===== config.mk =====
export PLATFORM = sky130hd
export DESIGN_NAME = fifo_unpack_drain
export DESIGN_NICKNAME = d
export VERILOG_FILES = /design/src/rtl/fifo_unpack_drain_pkg.sv /design/src/rtl/fifo_unpack_drain.sv
export SDC_FILE = /design/constraint.sdc
export NUM_CORES = 1
export LEC_CHECK = 0
export CAP_MARGIN = 15
export CORE_MARGIN = 4
export CORE_UTILIZATION = 42
export CTS_CLUSTER_DIAMETER = 30
export DETAILED_ROUTE_END_ITERATION = 10
export GPL_TIMING_DRIVEN = 1
export HOLD_SLACK_MARGIN = 0.03
export PLACE_DENSITY = 0.75
export SETUP_SLACK_MARGIN = 0.5
export SYNTH_ARGS = -nofsm -noshare
export SYNTH_HDL_FRONTEND = slang
export SYNTH_SLANG_ARGS = --single-unit

===== constraint.sdc =====
create_clock -name clk -period 1.6 [get_ports clk]
set_input_delay 0.32 -clock clk [delete_from_list [all_inputs] [get_ports clk]]
set_output_delay 0.32 -clock clk [all_outputs]
set_load 0.01 [all_outputs]

===== src/rtl/fifo_unpack_drain_pkg.sv =====
// Shared constants and width helper for the FIFO unpack/drain stage and its FIFO wrapper.
package fifo_unpack_drain_pkg;

  localparam int DEF_IN_WIDTH = 32'sd32;
  localparam int DEF_RATIO    = 32'sd4;

  // Counter width that never collapses to zero bits (RATIO=1 still needs a 1-bit index).
  function automatic int clog2_min1(input int value);
    int bits_v;
    bits_v = $clog2(value);
    if (bits_v < 32'sd1) begin
      return 32'sd1;
    end else begin
      return bits_v;
    end
  endfunction

endpackage


===== src/rtl/fifo_unpack_drain.sv =====
// Pops wide FIFO words and streams them out as RATIO narrow beats, LS slice first.
// Optional macro FIFO_UNPACK_FLUSH_EN adds a synchronous flush input.
module fifo_unpack_drain
  import fifo_unpack_drain_pkg::*;
#(
  parameter int IN_WIDTH  = DEF_IN_WIDTH,
  parameter int RATIO     = DEF_RATIO,
  localparam int OUT_WIDTH = IN_WIDTH / RATIO
) (
  input  logic                 clk,
  input  logic                 reset,
`ifdef FIFO_UNPACK_FLUSH_EN
  input  logic                 flush,
`endif
  input  logic [IN_WIDTH-1:0]  fifo_rddata,
  input  logic                 fifo_empty,
  output logic                 fifo_read,
  output logic                 m_valid,
  input  logic                 m_ready,
  output logic [OUT_WIDTH-1:0] m_data,
  output logic                 m_last
);

  localparam int CNT_W = clog2_min1(RATIO);
  localparam logic [CNT_W-1:0] LAST_IDX = CNT_W'(RATIO - 1);

  logic [IN_WIDTH-1:0]  hold_r;
  logic                 hold_valid_r;
  logic [CNT_W-1:0]     beat_cnt_r;

  logic                 flush_s;
  logic                 accept_s;
  logic                 last_s;
  logic                 last_acc_s;
  logic                 fifo_read_s;
  logic [OUT_WIDTH-1:0] m_data_s;

`ifdef FIFO_UNPACK_FLUSH_EN
  assign flush_s = flush;
`else
  assign flush_s = 1'b0;
`endif

  // Handshake decode and pop request; the pop doubles as prefetch on the last accepted beat.
  always_comb begin
    accept_s    = hold_valid_r & m_ready;
    last_s      = hold_valid_r & (beat_cnt_r == LAST_IDX);
    last_acc_s  = accept_s & last_s;
    fifo_read_s = reset & ~fifo_empty & (~hold_valid_r | last_acc_s) & ~flush_s;
  end

  // Slice select for the current beat.
  always_comb begin
    m_data_s = {OUT_WIDTH{1'b0}};
    for (int i = 0; i < RATIO; i++) begin
      if (beat_cnt_r == CNT_W'(i)) begin
        m_data_s = hold_r[i*OUT_WIDTH +: OUT_WIDTH];
      end else begin
        m_data_s = m_data_s;
      end
    end
  end

  // Word holding register and beat index; a pop wins over the last-beat clear.
  always_ff @(posedge clk or negedge reset) begin
    if (!reset) begin
      hold_r       <= {IN_WIDTH{1'b0}};
      hold_valid_r <= 1'b0;
      beat_cnt_r   <= {CNT_W{1'b0}};
    end else if (flush_s) begin
      hold_valid_r <= 1'b0;
      beat_cnt_r   <= {CNT_W{1'b0}};
    end else if (fifo_read_s) begin
      hold_r       <= fifo_rddata;
      hold_valid_r <= 1'b1;
      beat_cnt_r   <= {CNT_W{1'b0}};
    end else if (last_acc_s) begin
      hold_valid_r <= 1'b0;
      beat_cnt_r   <= {CNT_W{1'b0}};
    end else if (accept_s) begin
      beat_cnt_r   <= beat_cnt_r + CNT_W'(1);
    end else begin
      beat_cnt_r   <= beat_cnt_r;
    end
  end

  assign fifo_read = fifo_read_s;
  assign m_valid   = hold_valid_r;
  assign m_data    = m_data_s;
  assign m_last    = last_s;

endmodule


==> flow_summary.toml <==
[sta]
holdWs_ps = 361
finalSetupViolations = 42
fin_ws_ps = -551
period_share = 1.34
skew_ps = 5.68
drv_slew = 0
hold_violations = 0
max_slew_margin = 0.701
layout_min_cycle_time_ps = 2150
timing.fmax_mhz = 465
worstMarginPinSlew_ps = 448
rsz0062_at_grt = "yes"

[route]
ant_nets = 0
drc = 0
drt_iter0_markers = 153
routed_wl_um = 5820
post_drt_wl_per_cell_um = 23.0
drt_first_pass_iters = 4
vias_per_cell = 5.65
vias = 1430

[grt]
grt_max_degree = 36
grt_first_pass_wirelength_um = 8290
gr-total-overflow = 0
grt_pass1_vias = 1495
antenna_found_initial = 0
track_usage = 0.223

[synthesis]
synth_top_cell_area_share = 0.546
synth_flop_cell = "dfrtp_1"
syn_inst = 123
synth-edff-count = 0
synth_area_mm2 = 0.00160
async_flop_share = 1.00
ys_top_cells_by_area = "dfrtp_1 55%, mux2_2 21%, a22oi_1 3.3%"
yosysMostFrequentCell = "dfrtp_1"
yosys_warnings = 0
synthTopCellsByCount = "35 x dfrtp_1, 30 x mux2_2, 8 x a21oi_1, 8 x o22ai_1, 7 x a22oi_1"
synth_top_cell_by_area = "dfrtp_1"
ys_ff_latch = 35
syn_nets = 163
syn_avg_cell_area_um2 = 13.0
synthDistinctLibCells = 22
seq_area_frac_synth = 0.546

[clocking]
numCtsBuffers = 5
cts_max_level = 2
hold_buffers = 0
cts_tree = "yes"
insertion_delay_ps = 290
clock-root-buffer = "clkbuf_8"
clkTransAtPathRegs_ps = 80
clk_path_buf_depth = 2
cts.sinks = 35

[placed_design]
hpwl_um = 2950
port_buffers = 46
gp_congestion = 0.829

[status]
violations = "negative setup slack"
status = "complete, but fails checks"

[setup_path]
r2r_slack_ps = -220
critPathCaptureType = "output pin"
crit_path_start_kind = "register"
rr_endpoint = "hold_r[5]"
cp_max_fo = 7
cp-endpoint = "m_data[0]"
critPathKind = "reg2out"
reg2reg_depth = 8
crit_start = "beat_cnt_r[0]"
r2r-start = "beat_cnt_r[1]"
cp.arrival_ps = 1830
required_ps = 1280

[power]
peakVddDrop_mv = 1.09
powerDensity_mw_per_mm2 = 2010
power.leakage_nw = 1.25

[die]
rows = 22
die_w_um = 69.8
dieArea_mm2 = 0.00487
initial_core_util = 0.435
die_h_um = 69.8
core_area_mm2 = 0.00369
ios = 47

[cells_and_area]
syn2layout_area_growth_pct = 81.4
fill_cells = 205
layout-drive-gt1-share = 0.580
antenna_cells = 0
finish.utilization = 0.789
finalNetCount = 244
regArea_um2 = 880
multi_input_area_um2 = 968

[flow_run]
maxCapViolCount = 0

[worst_hold_path]
hold_class = "in2async"
how the worst min path moves through the flow:
stage	start	to	slack, ps	depth (start not counted)
6_report	reset	hold_r[24]	360	2
4_1_cts	reset	hold_r[30]	330	2
3_3_place_gp	hold_r[30]	hold_r[30]	490	1
3_5_place_dp	hold_r[23]	hold_r[23]	500	1
2_1_floorplan	reset	beat_cnt_r[0]	20	0
5_1_grt	reset	hold_r[16]	350	2
cell usage in the layout (no fill, tap or decap), types with 2 or more instances in the layout:
cell type / instances
clkbuf_8: 7
buf_6: 11
o22ai_1: 7
a22oi_2: 7
clkdlybuf4s50_1: 34
dfrtp_1: 32
a21oi_2: 7
buf_2: 8
nand2b_1: 2
buf_16: 4
ha_4: 4
buf_4: 14
mux2_4: 32
buf_12: 7
nand2_1: 3
dfrtp_2: 3
inv_4: 2
through the flow:
step	total power, W	area (um2)	cells	worst slack (ps)	TNS [ps]
final	0.00585	2910	253	-551	-10790
after global routing	0.00607	2910	253	-600	-12490
after CTS	0.00538	2780	248	-388	-6730
after detailed placement	0.00424	2350	227	-511	-17050
after global placement	0.00417	2350	227	-502	-16640
after floorplan	0.00314	1760	123	15.4	0
cell families after synthesis:
logic type	Yosys count	synth area share
and+or+nand+nor	14	0.0468
buffers and inverters	9	0.0351
DFF	35	0.546
AOI/OAI and AO/OA	29	0.116
adders and majority gates	4	0.0312
muxes	32	0.225
area by class of cell:
type	instances	share of cell area
Timing Repair inverter	1	0.00387
Tap cell	48	0.0206
Clock buffer	8	0.0344
Timing Repair Buffer	79	0.298
Inverter	3	0.00731
Multi-Input combinational cell	79	0.333
Sequential cell	35	0.302
worst max-delay path, cell delays in order (launching register included):
cell and delay [ps]:
dfrtp_2 460, buf_6 140, ha_4 160, nor2b_1 130, buf_4 200, a22oi_2 90, a21oi_2 170, buf_2 170
state kept, by name (all words and copies together) (netlist names):
| name | flops |
|---|---|
| beat_cnt_r | 2 |
| m_valid | 1 |
| hold_r | 32 |
per-layer routing:
| layer | GRT usage | up-vias | part of all wire | wire length [um] |
|---|---|---|---|---|
| met4 | 0.0447 | 0 | 0.037 | 214 |
| met2 | 0.379 | 75 | 0.48 | 2790 |
| li1 | - | 611 | - | - |
| met1 | 0.274 | 721 | 0.41 | 2410 |
| met3 | 0.0783 | 23 | 0.071 | 413 |
| met5 | 0 | - | 0 | 0 |
repair_timing:
action	4_1_cts	5_1_grt
pin swaps	7	8
buffers inserted	8	5
endpoints found under the setup margin	45	46
resized for setup	97	11
gates cloned	5	0
hold endpoints to repair	0	0
power by group:
part	total [W]	switching [W]	leakage [nW]	internal (W)
Combinational	0.00336	0.00143	0.783	0.00193
Sequential	0.00177	0.000425	0.415	0.00134
Clock	0.000720	0.000327	0.0515	0.000393
Total	0.00585	0.00218	1.25	0.00367
(Power assumes the default switching activity.)
